`config.mk`:
```
export PLATFORM = sky130hd
export DESIGN_NAME = imem_access_arbiter_flat
export DESIGN_NICKNAME = d
export VERILOG_FILES = /design/src/rtl/imem_pkg.sv /design/src/rtl/imem_access_arbiter_if.sv /design/src/rtl/imem_rr_arb.sv /design/src/rtl/imem_access_arbiter.sv /design/src/flat_wrapper.sv
export SDC_FILE = /design/constraint.sdc
export NUM_CORES = 1
export LEC_CHECK = 0
export CORE_AREA = 2 2 181 183
export CTS_CLUSTER_SIZE = 20
export DETAILED_ROUTE_END_ITERATION = 10
export DIE_AREA = 0 0 183 185
export PLACE_DENSITY = 0.7
export SYNTH_ARGS = -nofsm -noshare
export SYNTH_HDL_FRONTEND = slang
export SYNTH_HIERARCHICAL = 1
export SYNTH_SLANG_ARGS = --single-unit
```
`constraint.sdc`:
```
create_clock -name clk -period 6.1 [get_ports clk]
set_input_delay 1.83 -clock clk [delete_from_list [all_inputs] [get_ports clk]]
set_output_delay 1.83 -clock clk [all_outputs]
set_load 0.05 [all_outputs]
```
`src/rtl/imem_pkg.sv`:
```
`default_nettype none
// ============================================================================
// Module   : imem_pkg
// Purpose  : Shared constants and enums for the instruction-memory arbiter.
// Revision : 1.0
// ============================================================================
package imem_pkg;

    localparam int IMEM_DEPTH  = 1024;
    localparam int IMEM_DATA_W = 64;
    localparam int IMEM_ADDR_W = 64;

    typedef enum logic [1:0] {
        IDLE  = 2'd0,
        ISSUE = 2'd1,
        RESP  = 2'd2,
        ERR   = 2'd3
    } state_t;

    typedef enum logic {
        OP_WRITE = 1'b0,
        OP_READ  = 1'b1
    } op_t;

    typedef enum logic {
        REQ_LOADER = 1'b0,
        REQ_FETCH  = 1'b1
    } req_t;

endpackage
`default_nettype wire

```
`src/rtl/imem_access_arbiter_if.sv`:
```
`default_nettype none
// ============================================================================
// Module   : imem_access_arbiter_if
// Purpose  : Loader, fetch and memory-port signals of the imem arbiter.
// Revision : 1.0
// ============================================================================
interface imem_access_arbiter_if
    import imem_pkg::*;
#(
    parameter int DATA_W = IMEM_DATA_W,
    parameter int ADDR_W = IMEM_ADDR_W
) ();

    logic              ld_req;
    logic [ADDR_W-1:0] ld_addr;
    logic [DATA_W-1:0] ld_data;
    logic              ld_done;
    logic              ld_gnt;
    logic              ld_err;

    logic              if_req;
    logic [ADDR_W-1:0] if_addr;
    logic              if_gnt;
    logic              if_rvalid;
    logic [DATA_W-1:0] if_rdata;
    logic              if_err;

    logic              booted;

    logic              mem_enable;
    logic              mem_read;
    logic [ADDR_W-1:0] mem_address;
    logic [DATA_W-1:0] mem_data_in;
    logic [DATA_W-1:0] mem_data_out;

    // Arbiter side
    modport slave (
        input  ld_req, ld_addr, ld_data, ld_done, if_req, if_addr, mem_data_out,
        output ld_gnt, ld_err, if_gnt, if_rvalid, if_rdata, if_err, booted,
               mem_enable, mem_read, mem_address, mem_data_in
    );

    // Requester / memory side
    modport master (
        output ld_req, ld_addr, ld_data, ld_done, if_req, if_addr, mem_data_out,
        input  ld_gnt, ld_err, if_gnt, if_rvalid, if_rdata, if_err, booted,
               mem_enable, mem_read, mem_address, mem_data_in
    );

endinterface
`default_nettype wire

```
`src/rtl/imem_rr_arb.sv`:
```
`default_nettype none
// ============================================================================
// Module   : imem_rr_arb
// Purpose  : 2-way round-robin arbiter with per-requester enable mask.
// Revision : 1.0
// ============================================================================
module imem_rr_arb
    import imem_pkg::*;
(
    input  wire logic       clk,
    input  wire logic       reset,
    input  wire logic       i_go,     // arbitration allowed this cycle
    input  wire logic [1:0] i_req,    // [0] loader, [1] fetch
    input  wire logic [1:0] i_en,
    output logic      [1:0] o_gnt
);

    req_t       r_rr_last;
    logic [1:0] w_act;

    always_comb begin
        w_act = i_req & i_en & {2{i_go}};
        o_gnt = 2'b00;
        case (w_act)
            2'b01:   o_gnt = 2'b01;
            2'b10:   o_gnt = 2'b10;
            // Contention goes to whoever was not served last
            2'b11:   o_gnt = (r_rr_last == REQ_FETCH) ? 2'b01 : 2'b10;
            default: o_gnt = 2'b00;
        endcase
    end

    always_ff @(posedge clk) begin
        if (reset) begin
            r_rr_last <= REQ_FETCH;
        end else if (o_gnt[0]) begin
            r_rr_last <= REQ_LOADER;
        end else if (o_gnt[1]) begin
            r_rr_last <= REQ_FETCH;
        end
    end

endmodule
`default_nettype wire

```
`src/rtl/imem_access_arbiter.sv`:
```
`default_nettype none
// ============================================================================
// Module   : imem_access_arbiter
// Purpose  : Shares the instruction memory port between loader and fetch,
//            gating fetch until boot completes and range-checking addresses.
// Revision : 1.0
// ============================================================================
module imem_access_arbiter
    import imem_pkg::*;
#(
    parameter int DATA_W = IMEM_DATA_W,
    parameter int ADDR_W = IMEM_ADDR_W,
    parameter int DEPTH  = IMEM_DEPTH
) (
    input  wire logic             clk,
    input  wire logic             reset,
    imem_access_arbiter_if.slave  bus
);

    localparam logic [ADDR_W-1:0] c_DEPTH_LIMIT = ADDR_W'(DEPTH);

    state_t            r_state;
    state_t            w_state_next;
    logic              r_booted;
    op_t               r_op;
    logic [ADDR_W-1:0] r_addr;
    logic [DATA_W-1:0] r_data;
    logic [DATA_W-1:0] r_rdata;

    logic [1:0]        w_gnt;
    logic              w_go;
    logic [ADDR_W-1:0] w_sel_addr;
    logic              w_sel_oob;

    // Grants are suppressed while reset is high so no accepted request is lost
    assign w_go = (r_state == IDLE) && !reset;

    imem_rr_arb u_arb (
        .clk   (clk),
        .reset (reset),
        .i_go  (w_go),
        .i_req ({bus.if_req, bus.ld_req}),
        .i_en  ({r_booted, 1'b1}),
        .o_gnt (w_gnt)
    );

    always_comb begin
        w_sel_addr      = w_gnt[1] ? bus.if_addr : bus.ld_addr;
        w_sel_oob       = (w_sel_addr >= c_DEPTH_LIMIT);
        w_state_next    = r_state;

        bus.ld_gnt      = w_gnt[0];
        bus.if_gnt      = w_gnt[1];
        bus.ld_err      = 1'b0;
        bus.if_err      = 1'b0;
        bus.if_rvalid   = 1'b0;
        bus.if_rdata    = r_rdata;
        bus.booted      = r_booted;
        bus.mem_enable  = 1'b0;
        bus.mem_read    = 1'b0;
        bus.mem_address = '0;
        bus.mem_data_in = '0;

        case (r_state)
            IDLE: begin
                if (|w_gnt) begin
                    w_state_next = w_sel_oob ? ERR : ISSUE;
                end
            end
            ISSUE: begin
                bus.mem_enable  = 1'b1;
                bus.mem_read    = (r_op == OP_READ);
                bus.mem_address = r_addr;
                bus.mem_data_in = (r_op == OP_WRITE) ? r_data : '0;
                w_state_next    = (r_op == OP_READ) ? RESP : IDLE;
            end
            RESP: begin
                // Present memory data in the same cycle; the register keeps it afterwards
                bus.if_rvalid = 1'b1;
                bus.if_rdata  = bus.mem_data_out;
                w_state_next  = IDLE;
            end
            ERR: begin
                bus.ld_err   = (r_op == OP_WRITE);
                bus.if_err   = (r_op == OP_READ);
                w_state_next = IDLE;
            end
            default: begin
                w_state_next = IDLE;
            end
        endcase
    end

    always_ff @(posedge clk) begin
        if (reset) begin
            r_state  <= IDLE;
            r_booted <= 1'b0;
            r_op     <= OP_WRITE;
            r_addr   <= '0;
            r_data   <= '0;
            r_rdata  <= '0;
        end else begin
            r_state <= w_state_next;
            if (bus.ld_done) begin
                r_booted <= 1'b1;
            end
            if (|w_gnt) begin
                r_op   <= w_gnt[1] ? OP_READ : OP_WRITE;
                r_addr <= w_sel_addr;
                r_data <= bus.ld_data;
            end
            if (r_state == RESP) begin
                r_rdata <= bus.mem_data_out;
            end
        end
    end

endmodule
`default_nettype wire

```
`src/flat_wrapper.sv`:
```
// flat-port wrapper written by rule: the top's interface ports become plain ports
module imem_access_arbiter_flat import imem_pkg::*;
#(
    parameter int DATA_W = IMEM_DATA_W,
    parameter int ADDR_W = IMEM_ADDR_W,
    parameter int DEPTH  = IMEM_DEPTH
)
  (clk, reset, bus_ld_req, bus_ld_addr, bus_ld_data, bus_ld_done, bus_if_req, bus_if_addr, bus_mem_data_out, bus_ld_gnt, bus_ld_err, bus_if_gnt, bus_if_rvalid, bus_if_rdata, bus_if_err, bus_booted, bus_mem_enable, bus_mem_read, bus_mem_address, bus_mem_data_in);
  imem_access_arbiter_if #(.DATA_W(DATA_W), .ADDR_W(ADDR_W)) bus_i ();
  input  wire logic clk;
  input  wire logic reset;
  input wire logic [$bits(bus_i.ld_req)-1:0] bus_ld_req;
  input wire logic [$bits(bus_i.ld_addr)-1:0] bus_ld_addr;
  input wire logic [$bits(bus_i.ld_data)-1:0] bus_ld_data;
  input wire logic [$bits(bus_i.ld_done)-1:0] bus_ld_done;
  input wire logic [$bits(bus_i.if_req)-1:0] bus_if_req;
  input wire logic [$bits(bus_i.if_addr)-1:0] bus_if_addr;
  input wire logic [$bits(bus_i.mem_data_out)-1:0] bus_mem_data_out;
  output wire logic [$bits(bus_i.ld_gnt)-1:0] bus_ld_gnt;
  output wire logic [$bits(bus_i.ld_err)-1:0] bus_ld_err;
  output wire logic [$bits(bus_i.if_gnt)-1:0] bus_if_gnt;
  output wire logic [$bits(bus_i.if_rvalid)-1:0] bus_if_rvalid;
  output wire logic [$bits(bus_i.if_rdata)-1:0] bus_if_rdata;
  output wire logic [$bits(bus_i.if_err)-1:0] bus_if_err;
  output wire logic [$bits(bus_i.booted)-1:0] bus_booted;
  output wire logic [$bits(bus_i.mem_enable)-1:0] bus_mem_enable;
  output wire logic [$bits(bus_i.mem_read)-1:0] bus_mem_read;
  output wire logic [$bits(bus_i.mem_address)-1:0] bus_mem_address;
  output wire logic [$bits(bus_i.mem_data_in)-1:0] bus_mem_data_in;
  assign bus_i.ld_req = bus_ld_req;
  assign bus_i.ld_addr = bus_ld_addr;
  assign bus_i.ld_data = bus_ld_data;
  assign bus_i.ld_done = bus_ld_done;
  assign bus_i.if_req = bus_if_req;
  assign bus_i.if_addr = bus_if_addr;
  assign bus_i.mem_data_out = bus_mem_data_out;
  assign bus_ld_gnt = bus_i.ld_gnt;
  assign bus_ld_err = bus_i.ld_err;
  assign bus_if_gnt = bus_i.if_gnt;
  assign bus_if_rvalid = bus_i.if_rvalid;
  assign bus_if_rdata = bus_i.if_rdata;
  assign bus_if_err = bus_i.if_err;
  assign bus_booted = bus_i.booted;
  assign bus_mem_enable = bus_i.mem_enable;
  assign bus_mem_read = bus_i.mem_read;
  assign bus_mem_address = bus_i.mem_address;
  assign bus_mem_data_in = bus_i.mem_data_in;
  imem_access_arbiter #(.DATA_W(DATA_W), .ADDR_W(ADDR_W), .DEPTH(DEPTH)) u_core (.clk(clk), .reset(reset), .bus(bus_i));
endmodule
```
==> impl_metrics.tcl, run 1 <==
set metrics [dict create \
    status "complete, no violations" \
    area_delta_synth_final_pct 61.1 \
    relSlewSlack_pct 25.0 \
    ios 461 \
    yosysSeqAreaShare_pct 43.8 \
    p_sw_uw 864 \
    synth_top_area_share_pct 43.8 \
    synth-warning-count 6 \
    cts_tree "yes" \
    r2r_slack_ns 2.45 \
    worstPathArrival_ns 3.32 \
    hold_buffers 0 \
    min_period_over_period_pct 84.5 \
    slew_viol_final 0 \
    drc 0 \
    maxCapViolations 0 \
    powerDensity_mw_per_mm2 211 \
    hold_path_class "flip-flop to flip-flop" \
    crit_required_ns 4.27 \
    fmax_mhz 194 \
    synth_area_leaders "dfxtp_1 44%, and2_1 9.0%, mux2_1 8.0%" \
    fp.dieW_um 183 \
    track_usage_pct 17.6 \
    io_buffers 460 \
    netlist_instances 1056 \
    place_congestion 0.843 \
    grt_max_degree 110 \
    r2r-end "u_core/r_state[1]$_SDFFE_PP0P_" \
    hpwl_um 22800 \
    postLayoutCoreUtil_pct 45.3 \
    p_leak_nw 5.42 \
    cp-startpoint "bus_mem_data_out[62]" \
    first_pass_iters 4 \
    synth_edf_count 0 \
    yosys_register_bits 197 \
    p_sw_share_pct 28.2 \
    cts_inserted_buffers 17 \
    drt_iter0_drc 321 \
    r2r-start "u_core/r_state[1]$_SDFFE_PP0P_" \
    comb_power_share_pct 19.3 \
    wl_um 31300 \
    p_clk_share_pct 36.1 \
    h-tree-depth 4 \
    post-cts-setup-buffer-count 0 \
    start_util_pct 28.1 \
    criticalPathCategory "primary input to output pin" \
    clkTransAtPathRegs_ns 0.07 \
    tns_ns 0 \
    antenna_found_initial 0 \
    fp.dieArea_mm2 0.0339 \
    ys_types 31 \
    yosys.area.top_type "dfxtp_1" \
    grt_pass1_vias 8477 \
    nNetsFinal 1726 \
    skew_ns 0.0126 \
    syn_avg_cell_area_um2 8.53 \
    rows 66 \
    clk_latency_ns 0.44 \
    seq_power_share_pct 44.6 \
    post_cts_resize_count 0 \
    drtAntennaViolNets 0 \
    peakVddDrop_mv 0.179 \
    num-fill-cells 3134 \
    viasPerCell 4.60 \
    drive_gt1_share_pct 3.59 \
    rsz0062_at_grt "no" \
    grt_pass1_wl_um 46200 \
    cts.sinks 197 \
    die_y_um 185 \
    multi_input_area_mm2 0.00475 \
    synth_ff_type "dfxtp_1" \
    period_needed_ns 5.15 \
    cts_max_path_buffers 2 \
    setup_viol 0 \
    critPathCapture "bus_if_rdata[62]" \
    grt_overflow 0 \
    tightest_slew_ns 1.13 \
    core_mm2 0.0320 \
    cp-end-kind "output pin" \
    syn_area_mm2 0.00901 \
    via_count 8679 \
    startpoint_type "primary input" \
    post_drt_wl_per_cell_um 16.6 \
    antenna_cells 0 \
    crit_fanout 2 \
    register_area_mm2 0.00394 \
    worstRegToRegCells 10 \
    cts-root-buf "clkbuf_16" \
    p_int_mw 2.20 \
    finalHoldViolations 0 \
    ys_async_sr_fraction_pct 0 \
]
layer usage:
layer | vias to the layer above | track usage, % | wire, µm
met5 | - | 0 | 0
met4 | 0 | 8.48 | 1110
met3 | 55 | 5.88 | 2630
met2 | 337 | 30.0 | 15000
met1 | 3965 | 19.8 | 12600
li1 | 4322 | - | -
flip-flops by register name, indices dropped and copies added (netlist names):
register and cells:
u_core/r_addr 64, u_core/r_data 64, u_core/u_arb/r_rr_last 1, u_core/r_op 1, u_core/bus.booted 1, u_core/r_rdata 64
u_core/r_state 2
cell families (layout without fill, tap and decap cells):
logic type / count (synthesis) / in the layout / synth area share [%]
flip-flops: 197 / 197 / 43.8
multiplexers: 115 / 115 / 13.7
other: 1 / 2 / 0.0416
AO/OA/AOI/OAI: 148 / 148 / 8.93
AND/OR/NAND/NOR: 510 / 510 / 29.4
buffers and inverters: 85 / 506 / 4.17
layout by cell type, fill, tap and decap left out, types with 10 or more instances in the layout:
| cell type | count |
|---|---|
| a21oi_1 | 116 |
| or4b_1 | 13 |
| or4_1 | 13 |
| nor2_1 | 106 |
| clkbuf_16 | 17 |
| dfxtp_1 | 197 |
| o22ai_1 | 13 |
| buf_4 | 10 |
| nor2b_1 | 90 |
| mux2i_1 | 50 |
| mux2_1 | 64 |
| nand2_1 | 129 |
| a211oi_1 | 13 |
| nor3_1 | 14 |
| and2_1 | 130 |
| clkdlybuf4s50_1 | 457 |
worst min path at each step:
stage	from	to	slack (ns)	depth (start not counted)
2_1_floorplan	u_core/r_data[0]$_SDFFE_PP0P_	u_core/r_data[0]$_SDFFE_PP0P_	0.43	2
3_3_place_gp	u_core/r_data[59]$_SDFFE_PP0P_	u_core/r_data[59]$_SDFFE_PP0P_	0.43	2
3_5_place_dp	u_core/r_data[59]$_SDFFE_PP0P_	u_core/r_data[59]$_SDFFE_PP0P_	0.44	2
4_1_cts	u_core/r_data[59]$_SDFFE_PP0P_	u_core/r_data[59]$_SDFFE_PP0P_	0.45	2
6_report	u_core/r_data[7]$_SDFFE_PP0P_	u_core/r_data[7]$_SDFFE_PP0P_	0.45	2
5_1_grt	u_core/r_data[29]$_SDFFE_PP0P_	u_core/r_data[29]$_SDFFE_PP0P_	0.46	2
synthesized netlist by cell type (all sizes together) (3+ instances only):
library cell and n:
dfxtp 197, a211oi 13, o22ai 13, nand2 129, or4 13, nor2b 93
mux2i 50, or4b 13, mux2 65, clkbuf 50, and2 130, a21oi 116
nor2 107, buf 33, nor3 14, nand4 3
metrics by stage:
stage	instance area (µm²)	instances	hold WS [ns]	power [mW]	setup slack, ns
5_1_grt	14500	1886	0.465	3.21	0.765
3_3_place_gp	14000	1854	0.433	1.98	0.934
6_report	14500	1886	0.446	3.07	0.946
2_1_floorplan	9010	1057	0.427	1.69	0.803
4_1_cts	14500	1886	0.449	3.12	0.938
3_5_place_dp	14000	1854	0.439	1.99	0.897
area by class of cell:
cell class | count | area share [%]
Clock buffer | 19 | 2.98
Clock inverter | 13 | 0.854
Inverter | 2 | 0.0517
Multi-Input combinational cell | 775 | 32.7
Sequential cell | 197 | 27.2
Tap cell | 408 | 3.52
Timing Repair Buffer | 472 | 32.7
worst max-delay path: stages:
cell and delay, ns:
clkdlybuf4s50_1 0.45, mux2_1 0.33, clkdlybuf4s50_1 0.71
power by group through the flow:
stage / sequential, mW / clock (mW) / combinational, mW
CTS: 1.37 / 1.15 / 0.597
floorplan: 1.39 / 0 / 0.304
global route: 1.37 / 1.20 / 0.633
finish: 1.37 / 1.11 / 0.592
detailed placement: 1.40 / 0 / 0.595
global placement: 1.39 / 0 / 0.588
Power figures use the tool's default switching activity.
==> inputs of run 2 (changes only) <==
--- a/config.mk
+++ b/config.mk
@@ -5,11 +5,11 @@
 export SDC_FILE = /design/constraint.sdc
 export NUM_CORES = 1
 export LEC_CHECK = 0
-export CORE_AREA = 2 2 181 183
+export CORE_AREA = 2 2 182 184
 export CTS_CLUSTER_SIZE = 20
 export DETAILED_ROUTE_END_ITERATION = 10
-export DIE_AREA = 0 0 183 185
-export PLACE_DENSITY = 0.7
+export DIE_AREA = 0 0 184 186
+export PLACE_DENSITY = 0.72
 export SYNTH_ARGS = -nofsm -noshare
 export SYNTH_HDL_FRONTEND = slang
 export SYNTH_HIERARCHICAL = 1
==> constraint.sdc (replaced) <==
create_clock -name clk -period 4.35 [get_ports clk]
set_input_delay 1.305 -clock clk [delete_from_list [all_inputs] [get_ports clk]]
set_output_delay 1.305 -clock clk [all_outputs]
set_load 0.05 [all_outputs]
==> run 2 against run 1 <==
Count of clock-buffer cells in the layout stayed put. Largest cell class unchanged. Cell count increased by 0.58%. Sequential cell count unchanged. Critical endpoint is now bus_mem_address[61]. Combinational power up 42%. Worst hold slack got worse by 0.00098 ns.
==> impl_metrics.tcl, run 2 (synthesized netlist as in run 1, its figures left out) <==
set metrics [dict create \
    place_area_mm2 0.0139 \
    grt_max_degree 198 \
    viasPerCell 4.62 \
    finalHoldViolations 0 \
    cts.sinks 197 \
    postLayoutCoreUtil_pct 45.1 \
    nNetsFinal 1737 \
    drc 0 \
    status "complete, no violations" \
    crit_fanout 20 \
    maxCapViolations 0 \
    place_congestion 0.877 \
    layout_common_cells "392 x clkdlybuf4s50_1, 197 x dfxtp_1, 130 x and2_1, 129 x nand2_1, 116 x a21oi_1" \
    worst_path_max_delay_cell "clkdlybuf4s50_1" \
    via_count 8772 \
    hpwl_um 24000 \
    wl_um 32600 \
    p_sw_share_pct 28.1 \
    first_pass_iters 5 \
    cts_max_path_buffers 2 \
    p_int_mw 3.18 \
    post_cts_resize_count 0 \
    worstPathArrival_ns 2.80 \
    post-cts-setup-buffer-count 0 \
    postLayoutSetupSlackWorst_ns 0.242 \
    startpoint_type "flip-flop" \
    seq_power_share_pct 43.4 \
    power_mw 4.42 \
    tns_ns 0 \
    num-fill-cells 3148 \
    peakVddDrop_mv 0.248 \
    rows 66 \
    tightest_slew_ns 0.997 \
    cts_tree "yes" \
    min_period_over_period_pct 94.4 \
    p_clk_share_pct 37.6 \
    clkTransAtPathRegs_ns 0.08 \
    criticalPathCategory "flip-flop to output pin" \
    crit_required_ns 3.04 \
    fmax_mhz 243 \
    post_drt_wl_per_cell_um 17.2 \
    stdcell_count 1897 \
    hold_buffers 0 \
    drive_gt1_share_pct 8.73 \
    drt_iter0_drc 374 \
    grt_overflow 0 \
    track_usage_pct 18.2 \
    area_delta_synth_final_pct 61.2 \
    cpPeakStageDelay_ns 0.87 \
    crit_buf_inv 3 \
    relSlewSlack_pct 33.6 \
    antenna_found_initial 0 \
    h-tree-depth 4 \
    period_needed_ns 4.11 \
    cts_inserted_buffers 17 \
    crit_family "buffers and inverters" \
    ios 461 \
    io_buffers 460 \
    start_util_pct 28.0 \
    dp.cells 1865 \
    clk_latency_ns 0.45 \
    core_mm2 0.0322 \
    hold_path_class "flip-flop to flip-flop" \
    setup_viol 0 \
    comb_power_share_pct 19.0 \
    postLayoutCellArea_mm2 0.0145 \
    cp_cell_sequence "nor2b_4 -> buf_4 -> buf_4 -> and2_1 -> clkdlybuf4s50_1" \
    holdWs_ns 0.445 \
    slew_viol_final 0 \
    grt_pass1_vias 8463 \
    p_leak_nw 5.65 \
    rsz0062_at_grt "no" \
    pre_cts_ws_ns 0.166 \
    drtAntennaViolNets 0 \
    powerDensity_mw_per_mm2 305 \
    reg_top3 "u_core/r_addr (64), u_core/r_data (64), u_core/r_rdata (64)" \
    antenna_cells 0 \
    cts-root-buf "clkbuf_16" \
    fp.dieArea_mm2 0.0342 \
    cp-end-kind "output pin" \
    grt_pass1_wl_um 47700 \
    cp_common_cell "buf_4" \
    fp.dieW_um 184 \
    die_y_um 186 \
    p_sw_mw 1.24 \
    skew_ns 0.0118 \
    final_common_cell "clkdlybuf4s50_1" \
]
==> run 2: cell type report <==
type / instances / area, µm² / share of cell area [%]
multi-input cells: 775 / 4750 / 32.7
repair buffers: 483 / 4700 / 32.4
flip-flops and latches: 197 / 3940 / 27.2
well taps: 408 / 510 / 3.52
clock buffers: 19 / 443 / 3.05
clock inverters: 13 / 160 / 1.10
inverters: 2 / 7.51 / 0.0517
==> run 2: layer usage <==
metal  wire [µm]  GRT usage, %  vias to the layer above
li1            -             -                     4348
met1       12800          20.1                     4054
met2       16200          32.1                      334
met3        2760          6.18                       36
met4         887          7.36                        0
met5           0             0                        -
==> run 2: worst paths after layout <==
kind / start / end / cells after the start / slack [ns]
setup / recovery: u_core/r_state[0]$_SDFFE_PP0P_ / bus_mem_address[61] / 5 / 0.24
hold / removal: u_core/r_data[14]$_SDFFE_PP0P_ / u_core/r_data[14]$_SDFFE_PP0P_ / 2 / 0.45
setup reg to reg: u_core/r_state[0]$_SDFFE_PP0P_ / u_core/r_state[1]$_SDFFE_PP0P_ / 9 / 1.09
hold reg to reg: u_core/r_data[14]$_SDFFE_PP0P_ / u_core/r_data[14]$_SDFFE_PP0P_ / 2 / 0.45
==> run 2: power by group through the flow <==
| stage | clock [mW] | sequential (mW) | combinational (mW) |
|---|---|---|---|
| 3_3_place_gp | 0 | 1.96 | 0.834 |
| 3_5_place_dp | 0 | 1.96 | 0.843 |
| 5_1_grt | 1.79 | 1.93 | 0.899 |
| 4_1_cts | 1.72 | 1.92 | 0.847 |
| 6_report | 1.66 | 1.92 | 0.839 |
| 2_1_floorplan | 0 | 1.95 | 0.426 |
==> run 2: worst register-to-register path, stage by stage (launching register included) <==
cell     delay [ns]
dfxtp_1        0.43
nor3_1         0.41
nand3_1        0.19
a31oi_4        0.28
buf_12         0.24
or4b_1         0.47
o22ai_1        0.33
nand4_1        0.24
nor4_1         0.42
nor4_1         0.08
